## config.mk

```make
export PLATFORM = sky130hd
export DESIGN_NAME = add_accum
export DESIGN_NICKNAME = d
export VERILOG_FILES = /design/src/rtl/add_accum.sv
export SDC_FILE = /design/constraint.sdc
export NUM_CORES = 1
export LEC_CHECK = 0
export ABC_AREA = 1
export CORE_MARGIN = 10
export CORE_UTILIZATION = 40
export CTS_BUF_LIST = sky130_fd_sc_hd__clkbuf_16
export DETAILED_ROUTE_END_ITERATION = 12
export PLACE_DENSITY = 0.69
export SLEW_MARGIN = 20
export SYNTH_ARGS = -nofsm -noshare
export SYNTH_HDL_FRONTEND = slang
export SYNTH_SLANG_ARGS = --single-unit
```

## constraint.sdc

```tcl
create_clock -name clk -period 1.5 [get_ports clk]
set_input_delay 0.15 -clock clk [delete_from_list [all_inputs] [get_ports clk]]
set_output_delay 0.15 -clock clk [all_outputs]
set_load 0.005 [all_outputs]
```

## src/rtl/add_accum.sv

```systemverilog
// ============================================================================
// add_accum : batched add/subtract accumulator with sticky carry/overflow
// Revision  : 1.0
// ============================================================================
`default_nettype none

module add_accum #(
    parameter int WIDTH = 4,
    parameter int COUNT = 4
) (
    input  logic             clk,
    input  logic             reset_n,
    input  logic             in_valid,
    output logic             in_ready,
    input  logic [WIDTH-1:0] in_data,
    input  logic             sub,
    output logic             out_valid,
    input  logic             out_ready,
    output logic [WIDTH-1:0] out_sum,
    output logic             out_carry,
    output logic             out_ovf
);

    localparam int CNT_W = (COUNT > 1) ? $clog2(COUNT) : 1;
    localparam logic [CNT_W-1:0] CNT_LAST = CNT_W'(COUNT - 1);

    typedef enum logic [0:0] {
        ACCUM = 1'b0,
        HOLD  = 1'b1
    } state_t;

    state_t             state_q, state_d;
    logic [WIDTH-1:0]   acc_q, acc_d;
    logic [CNT_W-1:0]   cnt_q, cnt_d;
    logic               carry_q, carry_d;
    logic               ovf_q, ovf_d;

    logic [WIDTH-1:0]   w_eff;
    logic [WIDTH:0]     w_sum;

    // Subtraction is acc + ~in_data + 1; carry-out of 0 means a borrow occurred.
    assign w_eff = sub ? ~in_data : in_data;
    assign w_sum = {1'b0, acc_q} + {1'b0, w_eff} + {{WIDTH{1'b0}}, sub};

    always_ff @(posedge clk) begin
        if (!reset_n) begin
            state_q <= ACCUM;
            acc_q   <= '0;
            cnt_q   <= '0;
            carry_q <= 1'b0;
            ovf_q   <= 1'b0;
        end else begin
            state_q <= state_d;
            acc_q   <= acc_d;
            cnt_q   <= cnt_d;
            carry_q <= carry_d;
            ovf_q   <= ovf_d;
        end
    end

    always_comb begin
        state_d = state_q;
        acc_d   = acc_q;
        cnt_d   = cnt_q;
        carry_d = carry_q;
        ovf_d   = ovf_q;
        case (state_q)
            ACCUM: begin
                if (in_valid) begin
                    acc_d   = w_sum[WIDTH-1:0];
                    carry_d = carry_q | (w_sum[WIDTH] ^ sub);
                    ovf_d   = ovf_q | ((acc_q[WIDTH-1] == w_eff[WIDTH-1]) &&
                                       (w_sum[WIDTH-1] != acc_q[WIDTH-1]));
                    if (cnt_q == CNT_LAST) begin
                        cnt_d   = '0;
                        state_d = HOLD;
                    end else begin
                        cnt_d = cnt_q + CNT_W'(1);
                    end
                end
            end
            HOLD: begin
                if (out_ready) begin
                    state_d = ACCUM;
                    acc_d   = '0;
                    carry_d = 1'b0;
                    ovf_d   = 1'b0;
                end
            end
            default: state_d = ACCUM;
        endcase
    end

    assign in_ready  = (state_q == ACCUM);
    assign out_valid = (state_q == HOLD);
    assign out_sum   = acc_q;
    assign out_carry = carry_q;
    assign out_ovf   = ovf_q;

endmodule

`default_nettype wire

```

# --- Word-level counts from Yosys, hierarchy flattened ---
# Index checks and enable logic that the tools add are counted.
word_totals:
  regBits: 9
  latch_bits: 0
  ram_bits: 0
  romBits: 0
  out_inout_bits: 8
  word_cells: 35
  memories: 0
op_classes:
  add_sub_neg: 3
  n_mul: 0
  div_mod_pow: 0
  order_cmp: 0
  eq_ne: 5
  n_shift: 0
  mux: 14
  bitwise_logic: 5
  n_reduce_logical: 3
op_table:
  columns: ["operator", "count"]
  rows:
  - ["2-to-1 mux 4 bit", 3]
  - ["one-hot mux 4 bit (2 select lines)", 1]
  - ["2-to-1 mux 1 bit", 6]
  - ["one-hot mux 1 bit (2 select lines)", 3]
  - ["adder 4 x 4 -> 5 bit", 1]
  - ["adder 5 x 1 -> 5 bit", 1]
  - ["!= test 2 bit (second input constant)", 2]
  - ["NOT 4 bit", 1]
  - ["AND reduction 2 bit", 2]
  - ["adder 2 x 1 -> 2 bit (second input constant)", 1]
  - ["== test 2 bit (second input constant)", 1]
  - ["2-to-1 mux 2 bit", 1]
  - ["OR 1 bit", 2]
  - ["== test 1 bit", 1]
  - ["logical AND 1 bit", 1]
  - ["!= test 1 bit", 1]
  - ["NOT 1 bit", 1]
  - ["bitwise XOR 1 bit", 1]

# --- Longest topological paths before layout ---
# Gate-level depths: netlist of run 1.
logic_depth:
  ltp_word: 9
  mapped_depth: 13

# --- Least setup slack after synthesis of run 1 ---
# Ideal clock, no wire load.
synth_timing:
  kind: "reg-to-reg"
  from: "register acc_q[0] (netlist: out_sum[0])"
  to: "register carry_q (netlist: out_carry)"
  arrival_ps: 1314
  path_slack_ps: 74
  path_stages_with_launch: 13
  path_buffers: 0
  period_less_slack_ps: 1426
  cell_sequence: "dfxtp_1 > inv_1 > nand2_2 > nand2_1 > fa_1 > inv_1 > nand2_1 > nand2_1 > a21oi_2 > nand2_1 > nand2_1 > nor2_1 > nor2_1"
synth_between:
  elab_chain_len: 6
synth_lines:
  columns: ["item", "line", "text"]
  rows:
  - ["start, declared", "33", "logic [WIDTH-1:0] acc_q, acc_d;"]
  - ["start signal, assigned", "48", "acc_q <= '0;"]
  - ["start signal, assigned", "54", "acc_q <= acc_d;"]
  - ["adder 4 x 4 -> 5 bit", "43", "assign w_sum = {1'b0, acc_q} + {1'b0, w_eff} + {{WIDTH{1'b0}}, sub};"]
  - ["adder 5 x 1 -> 5 bit", "43", null]
  - ["bitwise XOR 1 bit", "71", "carry_d = carry_q | (w_sum[WIDTH] ^ sub);"]
  - ["OR 1 bit", "71", null]
  - ["2-to-1 mux 1 bit", "69", "if (in_valid) begin"]
  - ["one-hot mux 1 bit (2 select lines)", "67", "case (state_q)"]
  - ["end signal, assigned", "56", "carry_q <= carry_d;"]
  - ["end, declared", "35", "logic carry_q, carry_d;"]
# Every way passes these cells. The select of a mux whose other input is x is not followed.
# A chain may end at the register's enable or synchronous reset.

# --- Worst setup path in the final report of run 1 ---
# Ends and elaborated chain as after synthesis.

==> results.ini, run 1 <==
[sta]
period_share_pct = 95.2
min_period_ns = 1.43
fmax_mhz = 700
fin_worst_skew_ns = 0.00265
finalMaxSlewViolations = 0
tightest_slew_ns = 0.221
max_slew_margin_pct = 85.1
hold_viol = 0
whs_ns = 0.488
rsz0062_at_grt = true
finalSetupTns_ns = 0
setup_viol = 0

[cts]
htreeDepth = 1
numCtsBuffers = 3
post_cts_buffers = 0
clock-sinks = 9
clk_pin_slew_ns = 0.04
clk-insertion-delay-late_ns = 0.23
cts_buffer_depth = 2
clockRootBuffer = clkbuf_16
cts_tree = done

[die]
io_pins = 17
start_util_pct = 41.9
die_h_um = 59.7
core_area_um2 = 1510
die-area_um2 = 3570
fp.dieW_um = 59.7
row_count = 14

[synthesis]
synth_top_area_cell = dfxtp_1
synth_ff_type = dfxtp_1
synth_edf_count = 0
yosys_warnings = 0
synthTopCellsByArea = dfxtp_1 (29%), ha_1 (7.9%), nand2_1 (7.1%)
yosysUniqueCellTypes = 28
yosys.area.top_type_share_pct = 28.5
syn-cell-area_um2 = 632
syn_avg_cell_area_um2 = 8.00
netlist_instances = 79
syn_nets = 93
synthArstFlopShare_pct = 0
seq_area_frac_synth_pct = 28.5
ys_seq_elements = 9

[global_routing]
grt_max_degree = 8
grt_pass1_vias = 597
grt_overflow_total = 0
grt_pass1_wl_um = 2520
antenna_found_initial = 0
grt_use_total_pct = 9.06

[worst_setup_path]
arrival_ns = 1.56
critical_path_class = register to register
crit_fanout = 3
setup.worst_path.end_class = register
worst-endpoint-required_ns = 1.63
reg2reg_depth = 12
critPathLaunchType = register

[power_and_ir_drop]
power_density_nw_per_um2 = 1130
ir_drop_mv = 0.733
power.leakage_nw = 0.455
total_power_w = 0.00107

[finish]
area_growth_pct = 49.5
antenna_cells = 0
fin_nets = 119
drive_gt1_share_pct = 36.5

[routing]
via_per_inst = 4.89
wl_per_cell_um = 12.2
drt-pass1-iter-count = 4
ant_nets = 0
drt_iter0_drc = 14
drc = 0
drt-total-wl_um = 1470
route.vias.total = 587

[run]
maxCapViolCount = 0

[worst_hold_path]
holdPathStages = 5
hp-class = input pin to register

[placement]
hpwl_um = 1160
finalWeightedCongestion = 0.688
portBuffers = 16

[run_status]
status = complete, no violations

critical path, stage by stage (launching register included):
cell and delay (ns):
dfxtp_2 0.32, inv_2 0.04, nand2_2 0.06, nand2_2 0.06, fa_2 0.32, inv_2 0.08
nand2_2 0.06, nand2_2 0.07, a21oi_2 0.06, nand2_1 0.07, nand2_1 0.06, nor2_2 0.07
nor2_1 0.05
registers in the layout, summed over array words and instances, names as in the netlist:
| signal | count |
|---|---|
| cnt_q | 2 |
| out_carry | 1 |
| out_ovf | 1 |
| out_sum | 4 |
| out_valid | 1 |
cells by family after synthesis:
kind of cell,Yosys count,synth area share [%]
fa+ha+maj,5,11.1
buf+inv,16,12.1
xor+xnor,3,4.16
simple gates,31,27.7
flops,9,28.5
compound gates,15,16.4
per-stage QoR:
stage / cells / util [%] / instance area [µm²] / worst slack [ns]
2_1_floorplan: 79 / - / 632 / 0.0742
3_5_place_dp: 116 / 56.1 / 846 / -0.490
3_3_place_gp: 116 / 56.1 / 846 / -0.471
4_1_cts: 120 / 61.9 / 932 / -0.0144
6_report: 120 / 62.7 / 945 / 0.0724
5_1_grt: 120 / 62.7 / 945 / -0.0731
where the power goes:
group          internal [W]  total, W  switching [W]
Sequential         0.000268  0.000288      0.0000203
Combinational      0.000156  0.000315       0.000159
Clock              0.000348  0.000464       0.000116
cell type report:
| cell class | count | area [µm²] |
|---|---|---|
| clock inverter | 1 | 3.75 |
| fill | 136 | 562 |
| sequential | 9 | 181 |
| clock buffer | 3 | 75.1 |
| tap | 16 | 20.0 |
| multi-input combinational | 54 | 395 |
| timing repair buffer | 22 | 204 |
| inverter | 15 | 65.1 |
Yosys cell counts, types with 2 or more instances:
cell type	count
a21oi_1	4
a21oi_2	3
dfxtp_1	9
ha_1	4
inv_1	8
inv_2	4
nand2_1	12
nand2_2	2
nand2_4	2
nand3_1	2
nand3_2	2
nor2_1	7
nor3_1	2
o21ai_0	3
xor2_1	2
repair_timing:
| item | CTS | global route |
|---|---|---|
| pin swaps | 0 | 7 |
| hold buffers | 0 | 0 |
| gates resized for setup | 5 | 10 |
| endpoints found under the setup margin | 5 | 3 |
cell usage in the layout (no fill, tap or decap), drive strengths merged:
cell / Yosys / final
a21oi: 7 / 7
buf: 1 / 6
clkbuf: 0 / 4
clkdlybuf4s50: 0 / 12
clkinv: 2 / 2
dfxtp: 9 / 9
dlygate4sd2: 0 / 1
dlymetal6s2s: 0 / 2
fa: 1 / 1
ha: 4 / 4
inv: 13 / 14
nand2: 16 / 16
nand3: 5 / 5
nor2: 8 / 8
nor3: 2 / 2
o211a: 1 / 1
o21ai: 4 / 4
o22ai: 1 / 1
o311a: 1 / 1
o31ai: 1 / 1
xnor2: 1 / 1
xor2: 2 / 2
routing by layer:
metal	up-vias	track usage (%)	wire length, µm
met5	-	0	0
met4	0	1.92	0
met3	0	5.08	122
met2	17	15.7	774
met1	263	9.23	570
li1	307	-	-
path summary, 6_finish.rpt:
| path | start | to | slack, ns |
|---|---|---|---|
| hold reg to reg | out_sum[2] | out_sum[2] | 0.49 |
| setup / recovery | out_sum[0] | out_carry | 0.07 |
| setup reg to reg | out_sum[0] | out_carry | 0.07 |
| hold / removal | sub | out_carry | 0.49 |
Note: power is estimated with default switching activity, not from simulation.
==> inputs of run 2 (changes only) <==
--- a/config.mk
+++ b/config.mk
@@ -10,7 +10,8 @@
 export CORE_UTILIZATION = 40
 export CTS_BUF_LIST = sky130_fd_sc_hd__clkbuf_16
 export DETAILED_ROUTE_END_ITERATION = 12
-export PLACE_DENSITY = 0.69
+export PLACE_DENSITY = 0.72
+export RECOVER_POWER = 100
 export SLEW_MARGIN = 20
 export SYNTH_ARGS = -nofsm -noshare
 export SYNTH_HDL_FRONTEND = slang
==> constraint.sdc (replaced) <==
create_clock -name clk -period 1.2 [get_ports clk]
set_input_delay 0.24 -clock clk [delete_from_list [all_inputs] [get_ports clk]]
set_output_delay 0.24 -clock clk [all_outputs]
set_load 0.005 [all_outputs]
==> results.ini, run 2 (synthesis results as in run 1) <==
[cts]
clk-insertion-delay-late_ns = 0.24
htreeDepth = 1
cts_buffer_depth = 2
hold_buffers = 0
clk_pin_slew_ns = 0.04
clockRootBuffer = clkbuf_16
clock-sinks = 9
cts_tree = done
numCtsBuffers = 3

[sta]
max_slew_margin_pct = 84.3
setup_ws_ns = -0.239
finalSetupTns_ns = -0.665
period_share_pct = 120
whs_ns = 0.481
fmax_mhz = 695
rsz0062_at_grt = true
setup_viol = 4
tightest_slew_ns = 0.234
fin_worst_skew_ns = 0.00243
finalMaxSlewViolations = 0
hold_viol = 0
min_period_ns = 1.44

[power_and_ir_drop]
power.leakage_nw = 0.521
clkPwrFrac_pct = 40.2
power_density_nw_per_um2 = 1380
pwr-share-seq_pct = 24.2
sw_frac_of_total_pct = 29.7
combPwrFrac_pct = 35.6
internal-power_w = 0.00104
p_switching_w = 0.000440
ir_drop_mv = 1.09

[global_routing]
grt_overflow_total = 0
grt_max_degree = 8
antenna_found_initial = 0
grt_pass1_wl_um = 2580
grt_use_total_pct = 9.58
grt_pass1_vias = 627

[placement]
dpl_cell_area_um2 = 916
finalWeightedCongestion = 0.744
hpwl_um = 1210
portBuffers = 16
pre_cts_slack_ns = -0.770

[routing]
wl_per_cell_um = 13.9
drt-pass1-iter-count = 4
via_per_inst = 4.95
route.vias.total = 644
drt-total-wl_um = 1810
ant_nets = 0
drc = 0
drt_iter0_drc = 11

[finish]
multi_input_area_um2 = 448
largest_reg_flops = 4
antenna_cells = 0
drive_gt1_share_pct = 47.4
regArea_um2 = 183
final_common_cell = buf_4
area_growth_pct = 69.7
n_fill_cell = 114
post-route-cell-area_um2 = 1070
fin_nets = 129
mostFrequentLayoutCells = buf_4 (11), nand2_1 (9), dlygate4sd2_1 (9)

[run]
maxCapViolCount = 0

[worst_setup_path]
critical_path_class = register to register
worst-endpoint-required_ns = 1.34
crit_slowest_cell = fa_2
crit_top_cell = nand2_1
path_cells = inv_2 > nand2_2 > nand2_2 > fa_2 > inv_2 > nand2_1 > nand2_1 > a21oi_2 > nand2_1 > nand2_1 > nor2_1 > nor2_1
crit_family = simple AND/OR/NAND/NOR gates
arrival_ns = 1.57
critPathLaunchType = register
setup.worst_path.end_class = register
path_buf_inv = 2
max_stage_delay_ns = 0.33
crit_fanout = 2

[die]
row_count = 14
start_util_pct = 41.9
io_pins = 17
die-area_um2 = 3570
fp.dieW_um = 59.7
core_area_um2 = 1510
die_h_um = 59.7

[run_status]
status = finished with violations
violations = negative setup slack

[worst_hold_path]
hp-class = register to register

## run 2: cell count changes in the layout (fill, tap and decap cells not counted), sizes merged
cell,delta
clkdlybuf4s50,-10
buf,+9
dlygate4sd2,+8
clkbuf,+2
clkdlybuf4s15,+2
dlymetal6s2s,-2
dlygate4sd3,+1
## run 2: stage by stage
stage / total power, W / std cells / utilization (%)
2_1_floorplan: 0.000618 / 79 / -
3_3_place_gp: 0.000784 / 122 / 60.8
3_5_place_dp: 0.000794 / 122 / 60.8
4_1_cts: 0.00142 / 127 / 68.1
5_1_grt: 0.00155 / 130 / 71.2
6_report: 0.00148 / 130 / 71.2
## run 2: power groups by stage
stage | combinational [W] | clock (W) | sequential [W]
4_1_cts | 0.000462 | 0.000605 | 0.000356
2_1_floorplan | 0.000252 | 0 | 0.000366
3_5_place_dp | 0.000434 | 0 | 0.000360
3_3_place_gp | 0.000425 | 0 | 0.000359
5_1_grt | 0.000577 | 0.000613 | 0.000362
6_report | 0.000528 | 0.000596 | 0.000359
## run 2: repair_timing
item / CTS / global route
gates resized for setup: 27 / 11
setup buffers: 1 / 3
pin swaps: 12 / 5
setup endpoints to repair: 13 / 6
## run 2: layer usage
metal / global-route usage (%) / up-vias / part of all wire [%]
met5: 0 / - / 0
met4: 7.05 / 0 / 2.5
met2: 15.3 / 16 / 51
met3: 4.24 / 4 / 6.3
met1: 9.60 / 300 / 40
li1: - / 324 / -
## run 2: tightest hold or removal path: stages, from the launching register on
cell and delay [ns]:
dfxtp_1 0.30, nand3_1 0.09, o21ai_2 0.05
## run 2: area by class of cell
cell class | instances | area share [%]
sequential | 9 | 17.0
timing repair buffer | 32 | 25.9
multi-input combinational | 54 | 41.8
clock inverter | 1 | 0.350
tap | 16 | 1.87
inverter | 15 | 6.07
clock buffer | 3 | 7.00
## run 2: worst paths after layout
check             start         to  slack (ns)  depth (start not counted)
min reg2reg     out_ovf    out_ovf        0.48                          2
max reg2reg  out_sum[0]  out_carry       -0.24                         12
min             out_ovf    out_ovf        0.48                          2
max          out_sum[0]  out_carry       -0.24                         12
==> inputs of run 3 (changes only) <==
--- a/config.mk
+++ b/config.mk
@@ -6,10 +6,10 @@
 export NUM_CORES = 1
 export LEC_CHECK = 0
 export ABC_AREA = 1
-export CORE_MARGIN = 10
 export CORE_UTILIZATION = 40
 export CTS_BUF_LIST = sky130_fd_sc_hd__clkbuf_16
 export DETAILED_ROUTE_END_ITERATION = 12
+export GPL_TIMING_DRIVEN = 0
 export PLACE_DENSITY = 0.72
 export RECOVER_POWER = 100
 export SLEW_MARGIN = 20
==> results.ini, run 3 (synthesis results as in run 1) <==
[power_and_ir_drop]
power_density_nw_per_um2 = 1410
power.leakage_nw = 0.487
ir_drop_mv = 0.799
total_power_w = 0.00148

[finish]
fin_nets = 121
n_fill_cell = 108
multi_input_area_um2 = 474
final_common_cell = dlygate4sd2_1
regArea_um2 = 189
instances_no_fill = 121
largest_reg_flops = 4
area_growth_pct = 66.3
finish.utilization_pct = 76.0
antenna_cells = 0
mostFrequentLayoutCells = dlygate4sd2_1 (8), inv_2 (7), nand2_1 (7)
drive_gt1_share_pct = 52.8

[sta]
fin_worst_skew_ns = 0.00312
setup_viol = 7
max_slew_margin_pct = 82.1
min_period_ns = 1.38
fmax_mhz = 725
rsz0062_at_grt = true
period_share_pct = 115
whs_ns = 0.449
finalMaxSlewViolations = 0
hold_viol = 0
tightest_slew_ns = 0.268
setup_ws_ns = -0.180

[worst_setup_path]
path_cells = inv_2 > nand2_2 > nand2_2 > fa_2 > inv_2 > nand2_2 > nand2_2 > a21oi_2 > nand2_1 > nand2_1 > nor2_1 > nor2_1
max_stage_delay_ns = 0.33
crit_slowest_cell = fa_2
setup.worst_path.end_class = register
crit_top_cell = nand2_2
crit_family = simple AND/OR/NAND/NOR gates
critPathLaunchType = register
worst-endpoint-required_ns = 1.33
path_buf_inv = 2
critical_path_class = register to register
crit_fanout = 3
arrival_ns = 1.51

[cts]
numCtsBuffers = 3
cts_tree = done
clockRootBuffer = clkbuf_16
clk_pin_slew_ns = 0.04
cts_buffer_depth = 2
clock-sinks = 9
clk-insertion-delay-late_ns = 0.24
htreeDepth = 1

[die]
die_h_um = 41.7
core_area_um2 = 1380
die-area_um2 = 1740
row_count = 13
start_util_pct = 45.7
fp.dieW_um = 41.7
io_pins = 17

[placement]
finalWeightedCongestion = 0.750
dp.cells = 109
hpwl_um = 950
portBuffers = 15
pre_cts_slack_ns = -0.686

[routing]
ant_nets = 0
drt-total-wl_um = 1580
wl_per_cell_um = 13.0
via_per_inst = 5.25
drt-pass1-iter-count = 4
drt_iter0_drc = 9
route.vias.total = 635
drc = 0

[run_status]
status = finished with violations
violations = negative setup slack

[global_routing]
grt_pass1_vias = 581
grt_max_degree = 8
grt_overflow_total = 0
grt_pass1_wl_um = 2590
antenna_found_initial = 0
grt_use_total_pct = 19.4

[worst_hold_path]
hp-class = input pin to register

[run]
maxCapViolCount = 0

[run 3: routing by layer]
metal	vias to the layer above	part of all wire [%]	track usage (%)	routed length [µm]
met4	0	2.6	9.68	41
met2	22	53	32.5	829
met3	5	3.4	2.61	53
met5	-	0	0	0
li1	308	-	-	-
met1	300	41	24.0	652
[run 3: power breakdown]
part	leakage, nW	switching (W)	internal (W)
clock	0.0409	0.000160	0.000440
combinational	0.370	0.000255	0.000256
sequential	0.0764	0.0000307	0.000338
total	0.487	0.000446	0.00104
[run 3: per-stage QoR]
step / area (µm²) / setup TNS (ns)
detailed placement: 835 / -3.23
global route: 1050 / -1.29
global placement: 835 / -3.05
finish: 1050 / -0.846
CTS: 972 / -0.567
floorplan: 666 / -0.566
[run 3: cell type report]
type | instances | area share [%]
multi-input combinational | 54 | 45.1
timing repair buffer | 23 | 19.4
sequential | 9 | 18.0
clock buffer | 3 | 7.14
inverter | 15 | 6.19
buffer | 1 | 1.90
tap | 15 | 1.79
clock inverter | 1 | 0.476
[run 3: what timing repair did]
action | 4_1_cts | 5_1_grt
setup endpoints to repair | 13 | 7
hold buffers | 0 | 0
pin swaps | 17 | 9
cloned | 0 | 0
buffers inserted | 4 | 4
gates resized for setup | 28 | 13
[run 3: tightest hold or removal path: cells and delay by family]
family / cells / cell delay, ns
and+or+nand+nor: 3 / 0.17
buffers and inverters: 2 / 0.22
[run 3: path summary, 6_finish.rpt]
check | from | end | slack [ns] | cells after the start
setup / recovery | out_sum[0] | out_carry | -0.18 | 12
hold / removal | sub | out_carry | 0.45 | 5
setup reg to reg | out_sum[0] | out_carry | -0.18 | 12
hold reg to reg | out_ovf | out_ovf | 0.49 | 2
